`config.mk`:
```
export PLATFORM = sky130hd
export DESIGN_NAME = mc_reconstruction
export DESIGN_NICKNAME = d
export VERILOG_FILES = /design/src/rtl/mc_pkg.sv /design/src/rtl/mc_row_clip_add.sv /design/src/rtl/mc_reconstruction.sv
export SDC_FILE = /design/constraint.sdc
export NUM_CORES = 1
export LEC_CHECK = 0
export BUFFER_PORTS_ARGS = -buffer_cell sky130_fd_sc_hd__buf_2
export CAP_MARGIN = 20
export CORE_UTILIZATION = 32
export DETAILED_ROUTE_END_ITERATION = 10
export GPL_TIMING_DRIVEN = 0
export MAX_ROUTING_LAYER = met4
export PLACE_DENSITY_LB_ADDON = 0.12
export SKIP_CTS_REPAIR_TIMING = 1
export SLEW_MARGIN = 20
export SYNTH_ARGS = -nofsm -noshare
export SYNTH_HDL_FRONTEND = slang
export SYNTH_SLANG_ARGS = --single-unit
```
`constraint.sdc`:
```
create_clock -name clk -period 4.1 [get_ports clk]
set_input_delay 0.205 -clock clk [delete_from_list [all_inputs] [get_ports clk]]
set_output_delay 0.205 -clock clk [all_outputs]
set_load 0.02 [all_outputs]
```
`src/rtl/mc_pkg.sv`:
```
`default_nettype none
// +--------------------------------------------------------------------------+
// | mc_pkg : shared types and constants for motion-compensated reconstruction |
// | Revision: 1.0                                                             |
// +--------------------------------------------------------------------------+
package mc_pkg;

  localparam int MC_MB_SIZE        = 4;
  localparam int MC_PIXEL_WIDTH    = 8;
  localparam int MC_REF_FRAME_SIZE = 8;

  localparam int PIX_MAX = (1 << MC_PIXEL_WIDTH) - 1;

  typedef logic        [MC_PIXEL_WIDTH-1:0] pixel_t;
  typedef logic signed [MC_PIXEL_WIDTH:0]   residual_t;

  typedef enum logic [2:0] {
    S_IDLE     = 3'd0,
    S_FETCH    = 3'd1,
    S_REF_WAIT = 3'd2,
    S_RES      = 3'd3,
    S_OUT      = 3'd4,
    S_DONE     = 3'd5
  } mc_rec_state_t;

  function automatic int pix_max(input int width);
    return (1 << width) - 1;
  endfunction

endpackage
`default_nettype wire

```
`src/rtl/mc_row_clip_add.sv`:
```
`default_nettype none
// +--------------------------------------------------------------------------+
// | mc_row_clip_add : per-pixel signed add of residual to prediction, then    |
// | saturation to the unsigned pixel range. Purely combinational.             |
// | Revision: 1.0                                                             |
// +--------------------------------------------------------------------------+
module mc_row_clip_add
  import mc_pkg::*;
#(
  parameter int MB_SIZE     = MC_MB_SIZE,
  parameter int PIXEL_WIDTH = MC_PIXEL_WIDTH
) (
  input  logic [MB_SIZE*PIXEL_WIDTH-1:0]     pred_i,
  input  logic [MB_SIZE*(PIXEL_WIDTH+1)-1:0] res_i,
  output logic [MB_SIZE*PIXEL_WIDTH-1:0]     sum_o
);

  localparam int c_PIX_MAX = pix_max(PIXEL_WIDTH);

  for (genvar i = 0; i < MB_SIZE; i++) begin : g_pix
    logic        [PIXEL_WIDTH-1:0] w_p;
    logic        [PIXEL_WIDTH:0]   w_r;
    logic signed [PIXEL_WIDTH+1:0] w_s;

    assign w_p = pred_i[i*PIXEL_WIDTH +: PIXEL_WIDTH];
    assign w_r = res_i[i*(PIXEL_WIDTH+1) +: PIXEL_WIDTH+1];
    assign w_s = $signed({2'b00, w_p}) + $signed({w_r[PIXEL_WIDTH], w_r});

    // Sign bit set -> below zero; bit PIXEL_WIDTH set on a positive sum -> above max.
    assign sum_o[i*PIXEL_WIDTH +: PIXEL_WIDTH] =
        w_s[PIXEL_WIDTH+1] ? '0 :
        w_s[PIXEL_WIDTH]   ? PIXEL_WIDTH'(c_PIX_MAX) :
                             w_s[PIXEL_WIDTH-1:0];
  end

endmodule
`default_nettype wire

```
`src/rtl/mc_reconstruction.sv`:
```
`default_nettype none
// +--------------------------------------------------------------------------+
// | mc_reconstruction : rebuilds one macroblock row by row from a clamped     |
// | reference fetch plus residual, with valid/ready on both row streams.      |
// | Revision: 1.0                                                             |
// +--------------------------------------------------------------------------+
module mc_reconstruction
  import mc_pkg::*;
#(
  parameter int MB_SIZE        = MC_MB_SIZE,
  parameter int PIXEL_WIDTH    = MC_PIXEL_WIDTH,
  parameter int REF_FRAME_SIZE = MC_REF_FRAME_SIZE
) (
  input  logic                                   clk,
  input  logic                                   reset,
  input  logic                                   start,
  input  logic [5:0]                             mv_x,
  input  logic [5:0]                             mv_y,
  input  logic [$clog2(REF_FRAME_SIZE)-1:0]      mb_x,
  input  logic [$clog2(REF_FRAME_SIZE)-1:0]      mb_y,
  output logic                                   busy,
  output logic                                   ref_rd_en,
  output logic [$clog2(REF_FRAME_SIZE)-1:0]      ref_rd_y,
  output logic [$clog2(REF_FRAME_SIZE)-1:0]      ref_rd_x,
  input  logic [MB_SIZE*PIXEL_WIDTH-1:0]         ref_rd_data,
  input  logic                                   res_valid,
  output logic                                   res_ready,
  input  logic [MB_SIZE*(PIXEL_WIDTH+1)-1:0]     res_row,
  output logic                                   recon_valid,
  input  logic                                   recon_ready,
  output logic [MB_SIZE*PIXEL_WIDTH-1:0]         recon_row,
  output logic                                   recon_last,
  output logic                                   done
);

  localparam int AW = $clog2(REF_FRAME_SIZE);
  localparam int RW = (MB_SIZE > 1) ? $clog2(MB_SIZE) : 1;
  // Wide enough for mb + mv + row over the full -32..31 vector range.
  localparam int SW = ((AW > 6) ? AW : 6) + 3;

  localparam logic [SW-1:0] c_Y_MAX   = SW'(REF_FRAME_SIZE - 1);
  localparam logic [SW-1:0] c_X_MAX   = SW'(REF_FRAME_SIZE - MB_SIZE);
  localparam logic [RW-1:0] c_LAST_ROW = RW'(MB_SIZE - 1);

  mc_rec_state_t state_q, state_d;

  logic [5:0]                       mvx_q, mvy_q;
  logic [AW-1:0]                    mbx_q, mby_q;
  logic [RW-1:0]                    row_q;
  logic [AW-1:0]                    ref_y_q, ref_x_q;
  logic [MB_SIZE*PIXEL_WIDTH-1:0]   pred_q;
  logic [MB_SIZE*PIXEL_WIDTH-1:0]   recon_row_q;
  logic                             recon_last_q;

  logic                             w_load_addr, w_res_hs, w_out_hs, w_idle, w_is_last;
  logic [5:0]                       w_src_mvx, w_src_mvy;
  logic [AW-1:0]                    w_src_mbx, w_src_mby;
  logic [RW-1:0]                    w_src_row;
  logic [SW-1:0]                    w_sum_y, w_sum_x;
  logic [MB_SIZE*PIXEL_WIDTH-1:0]   w_clip_row;

  function automatic logic [AW-1:0] clamp_addr(input logic [SW-1:0] v,
                                               input logic [SW-1:0] hi);
    if (v[SW-1])
      return '0;
    else if (v > hi)
      return hi[AW-1:0];
    else
      return v[AW-1:0];
  endfunction

  assign w_idle    = (state_q == S_IDLE);
  assign w_is_last = (row_q == c_LAST_ROW);

  always_ff @(posedge clk or negedge reset) begin
    if (!reset)
      state_q <= S_IDLE;
    else
      state_q <= state_d;
  end

  always_comb begin
    state_d     = state_q;
    w_load_addr = 1'b0;
    w_res_hs    = 1'b0;
    w_out_hs    = 1'b0;
    case (state_q)
      S_IDLE: begin
        if (start) begin
          state_d     = S_FETCH;
          w_load_addr = 1'b1;
        end
      end
      S_FETCH:    state_d = S_REF_WAIT;
      S_REF_WAIT: state_d = S_RES;
      S_RES: begin
        if (res_valid) begin
          state_d  = S_OUT;
          w_res_hs = 1'b1;
        end
      end
      S_OUT: begin
        if (recon_ready) begin
          w_out_hs = 1'b1;
          if (w_is_last) begin
            state_d = S_DONE;
          end else begin
            state_d     = S_FETCH;
            w_load_addr = 1'b1;
          end
        end
      end
      S_DONE:  state_d = S_IDLE;
      default: state_d = S_IDLE;
    endcase
  end

  // First row takes its geometry straight from the ports; later rows from the latched copy.
  assign w_src_mvx = w_idle ? mv_x : mvx_q;
  assign w_src_mvy = w_idle ? mv_y : mvy_q;
  assign w_src_mbx = w_idle ? mb_x : mbx_q;
  assign w_src_mby = w_idle ? mb_y : mby_q;
  assign w_src_row = w_idle ? '0 : row_q + RW'(1);

  assign w_sum_y = {{(SW-AW){1'b0}}, w_src_mby} + {{(SW-6){w_src_mvy[5]}}, w_src_mvy}
                 + {{(SW-RW){1'b0}}, w_src_row};
  assign w_sum_x = {{(SW-AW){1'b0}}, w_src_mbx} + {{(SW-6){w_src_mvx[5]}}, w_src_mvx};

  mc_row_clip_add #(
    .MB_SIZE     (MB_SIZE),
    .PIXEL_WIDTH (PIXEL_WIDTH)
  ) u_clip_add (
    .pred_i (pred_q),
    .res_i  (res_row),
    .sum_o  (w_clip_row)
  );

  always_ff @(posedge clk or negedge reset) begin
    if (!reset) begin
      mvx_q        <= '0;
      mvy_q        <= '0;
      mbx_q        <= '0;
      mby_q        <= '0;
      row_q        <= '0;
      ref_y_q      <= '0;
      ref_x_q      <= '0;
      pred_q       <= '0;
      recon_row_q  <= '0;
      recon_last_q <= 1'b0;
    end else begin
      if (w_load_addr) begin
        row_q   <= w_src_row;
        ref_y_q <= clamp_addr(w_sum_y, c_Y_MAX);
        ref_x_q <= clamp_addr(w_sum_x, c_X_MAX);
        if (w_idle) begin
          mvx_q <= mv_x;
          mvy_q <= mv_y;
          mbx_q <= mb_x;
          mby_q <= mb_y;
        end
      end
      if (state_q == S_REF_WAIT)
        pred_q <= ref_rd_data;
      if (w_res_hs) begin
        recon_row_q  <= w_clip_row;
        recon_last_q <= w_is_last;
      end else if (w_out_hs) begin
        recon_last_q <= 1'b0;
      end
    end
  end

  assign busy        = !w_idle;
  assign ref_rd_en   = (state_q == S_FETCH);
  assign ref_rd_y    = ref_y_q;
  assign ref_rd_x    = ref_x_q;
  assign res_ready   = (state_q == S_RES);
  assign recon_valid = (state_q == S_OUT);
  assign recon_row   = recon_row_q;
  assign recon_last  = recon_last_q;
  assign done        = (state_q == S_DONE);

endmodule
`default_nettype wire

```
==> results.sh <==
export IMPL_overflow=0
export IMPL_synth_common_cells="nand2_1 (109), dfrtp_1 (94), o21ai_0 (54)"
export IMPL_fmaxAchievable_mhz=262
export IMPL_drive_gt1_share_pct=25.0
export IMPL_pwr_share_comb_pct=59.2
export IMPL_rows=50
export IMPL_areaGrowthSynthToFinish_pct=22.3
export IMPL_cts_tree="done"
export IMPL_grt_max_degree=49
export IMPL_hold_path_class="input pin to flop"
export IMPL_place_congestion=0.822
export IMPL_finalWorstSetupSlack_ns=0.283
export IMPL_p_int_mw=3.50
export IMPL_final_setup_tns_ns=0
export IMPL_startpoint="state_q[1]$_DFFE_PN0P_"
export IMPL_clockBufferDepth=2
export IMPL_synth_top_area_share_pct=38.6
export IMPL_max_slew_margin_rel_pct=52.4
export IMPL_port_buffers=134
export IMPL_cts_buffers_inserted=9
export IMPL_synth_edf_count=0
export IMPL_ant_nets=0
export IMPL_hold_violations=0
export IMPL_track_usage_pct=17.8
export IMPL_tightest_slew_ns=0.709
export IMPL_clk_latency_ns=0.35
export IMPL_use_met1_pct=21.0
export IMPL_avgSynthCellArea_um2=9.48
export IMPL_use_met2_pct=30.0
export IMPL_finalSetupViolCount=0
export IMPL_startpoint_type="flop"
export IMPL_synthMostInstantiatedCell="nand2_1"
export IMPL_wl_per_cell_um=16.0
export IMPL_io_pin_count=135
export IMPL_timing_final_crit_share_pct=93.1
export IMPL_p_sw_mw=2.79
export IMPL_syn_inst=642
export IMPL_post_synth_top_area_cell="dfrtp_1"
export IMPL_vias_per_cell=5.18
export IMPL_synth_seq_cells=94
export IMPL_die_area_mm2=0.0196
export IMPL_critPathCaptureType="flop"
export IMPL_initialDrtViolationCount=192
export IMPL_min_from="ref_rd_data[17]"
export IMPL_ctsHtreeMaxLevel=3
export IMPL_power_frac_clock_pct=14.8
export IMPL_met3_usage_pct=4.68
export IMPL_status="finished, final reports clean"
export IMPL_multi_input_area_mm2=0.00351
export IMPL_num_vias=5353
export IMPL_num_fill_cells=1905
export IMPL_synth_warning_count=0
export IMPL_drc=0
export IMPL_rsz0062_at_grt="no"
export IMPL_fp_dieH_um=140
export IMPL_layoutNonFillerInstCount=1034
export IMPL_dp_hpwl_um=12800
export IMPL_initial_utilization_pct=32.5
export IMPL_synth_area_mm2=0.00609
export IMPL_grt_first_pass_wirelength_um=26600
export IMPL_powerDensity_mw_per_mm2=845
export IMPL_synth_area_top_cells="dfrtp_1 (39%), ha_1 (8.2%), nand2_1 (6.7%), mux2_2 (5.9%), o21ai_0 (4.4%)"
export IMPL_pre_cts_ws_ns=-0.0393
export IMPL_coreArea_mm2=0.0187
export IMPL_crit_required_ns=4.33
export IMPL_period_needed_ns=3.82
export IMPL_switching_share_pct=44.4
export IMPL_dp_cells=1011
export IMPL_critPathArrivalTime_ns=4.05
export IMPL_async_reset_ff_share_pct=100
export IMPL_pwr_share_seq_pct=26.0
export IMPL_drt_total_wl_um=16600
export IMPL_reg2reg_from="state_q[1]$_DFFE_PN0P_"
export IMPL_fin_worst_skew_ns=0.00522
export IMPL_nNetsFinal=930
export IMPL_ys_flop_type="dfrtp_1"
export IMPL_regArea_mm2=0.00235
export IMPL_die_w_um=140
export IMPL_syn_nets=781
export IMPL_vdd_drop_max_uv=317
export IMPL_slew_viol_final=0
export IMPL_cts_root_buf="clkbuf_16"
export IMPL_cts_sinks=94
export IMPL_clk_pin_slew_ns=0.07
export IMPL_grt_pass1_vias=5361
export IMPL_cp_max_fo=10
export IMPL_synth_cell_types=60
export IMPL_fin_util_pct=39.8
export IMPL_synth_seq_area_share_pct=38.6
export IMPL_first_pass_iters=4
export IMPL_busiest_layer="met2"
export IMPL_whs_ns=0.0669
export IMPL_critical_path_class="flop to flop"
export IMPL_maxCapViolCount=0
export IMPL_p_leak_nw=3.59
export IMPL_antenna_found_initial=3
[state kept, by name (all words and copies together), names as in the netlist]
register    flops
ref_rd_y        3
mvx_q           6
mvy_q           6
recon_last      1
pred_q         32
row_q           2
ref_rd_x        3
mby_q           3
state_q         3
mbx_q           3
recon_row      32
[path summary, 6_finish.rpt]
kind | depth (start not counted) | to | slack [ns]
min | 3 | pred_q[17]$_DFFE_PN0P_ | 0.07
min in group asynchronous | 2 | pred_q[25]$_DFFE_PN0P_ | 0.36
max reg2reg | 15 | ref_rd_y[0]$_DFFE_PN0P_ | 0.28
max in group asynchronous | 3 | mvx_q[2]$_DFFE_PN0P_ | 3.13
min reg2reg | 2 | mbx_q[0]$_DFFE_PN0P_ | 0.48
max | 15 | ref_rd_y[0]$_DFFE_PN0P_ | 0.28
[per-stage QoR]
stage               area, um^2  power [mW]
finish                    7440        6.29
global route              7440        6.86
CTS                       7410        6.35
detailed placement        7090        5.37
global placement          7050        5.29
floorplan                 6090        4.37
[final cells by class]
cell class                 instances  share of cell area (%)
clock buffer                      11                    3.26
multi-input combinational        491                    47.1
timing repair buffer             138                    9.80
clock inverter                     5                    1.09
sequential                        94                    31.6
buffer                            28                    1.61
inverter                          29                    1.46
tap                              234                    3.93
antenna                            4                   0.134
[critical path: stages, from the launching register on]
cell	delay [ns]
dfrtp_1	0.34
buf_6	0.14
nor3_4	0.06
inv_2	0.09
clkbuf_1	0.43
buf_1	0.42
nand2_1	0.10
nand2_1	0.11
fa_1	0.43
ha_1	0.26
fa_1	0.42
nor2_1	0.16
o2bb2ai_1	0.15
nor4_1	0.07
a31o_1	0.23
a221o_1	0.27
[cell families after synthesis]
| kind of cell | Yosys count | synth area share [%] |
|---|---|---|
| AO/OA/AOI/OAI | 186 | 21.6 |
| XOR/XNOR | 13 | 1.87 |
| adder cells (fa/ha/maj) | 48 | 10.9 |
| buffers and inverters | 57 | 3.76 |
| flip-flops | 94 | 38.6 |
| multiplexers | 40 | 7.44 |
| AND/OR/NAND/NOR | 204 | 15.9 |
[layer usage]
| metal | wire, um | up-vias |
|---|---|---|
| met1 | 7490 | 2584 |
| met4 | 137 | 0 |
| li1 | - | 2658 |
| met5 | 0 | - |
| met3 | 699 | 9 |
| met2 | 8240 | 102 |
[cells in the final DEF, fill, tap and decap left out, drive strengths merged, types with 4 or more instances in the layout]
| master | instances |
|---|---|
| o31ai | 4 |
| nand2 | 109 |
| buf | 146 |
| nor3 | 17 |
| a21oi | 15 |
| nor3b | 7 |
| xnor2 | 7 |
| nor2 | 23 |
| o21a | 8 |
| fa | 8 |
| a311oi | 4 |
| diode | 4 |
| inv | 30 |
| a21o | 14 |
| nand2b | 6 |
| a2111oi | 4 |
| dfrtp | 94 |
| nor4b | 4 |
| xor2 | 6 |
| o211ai | 14 |
| mux2i | 8 |
| nor2b | 10 |
| o31a | 4 |
| a221oi | 4 |
| a2bb2oi | 16 |
| clkbuf | 30 |
| o211a | 4 |
| a211oi | 13 |
| ha | 40 |
| nor4 | 10 |
| a211o | 5 |
| o21ai | 58 |
| mux2 | 32 |
[power by group through the flow]
| stage | clock, mW | sequential, mW | combinational [mW] |
|---|---|---|---|
| after CTS | 0.970 | 1.65 | 3.73 |
| after detailed placement | 0 | 1.66 | 3.71 |
| final | 0.928 | 1.64 | 3.73 |
| after global routing | 1.00 | 1.70 | 4.16 |
| after floorplan | 0 | 1.81 | 2.56 |
| after global placement | 0 | 1.65 | 3.64 |
No activity file was read; power rests on OpenSTA's default activity.
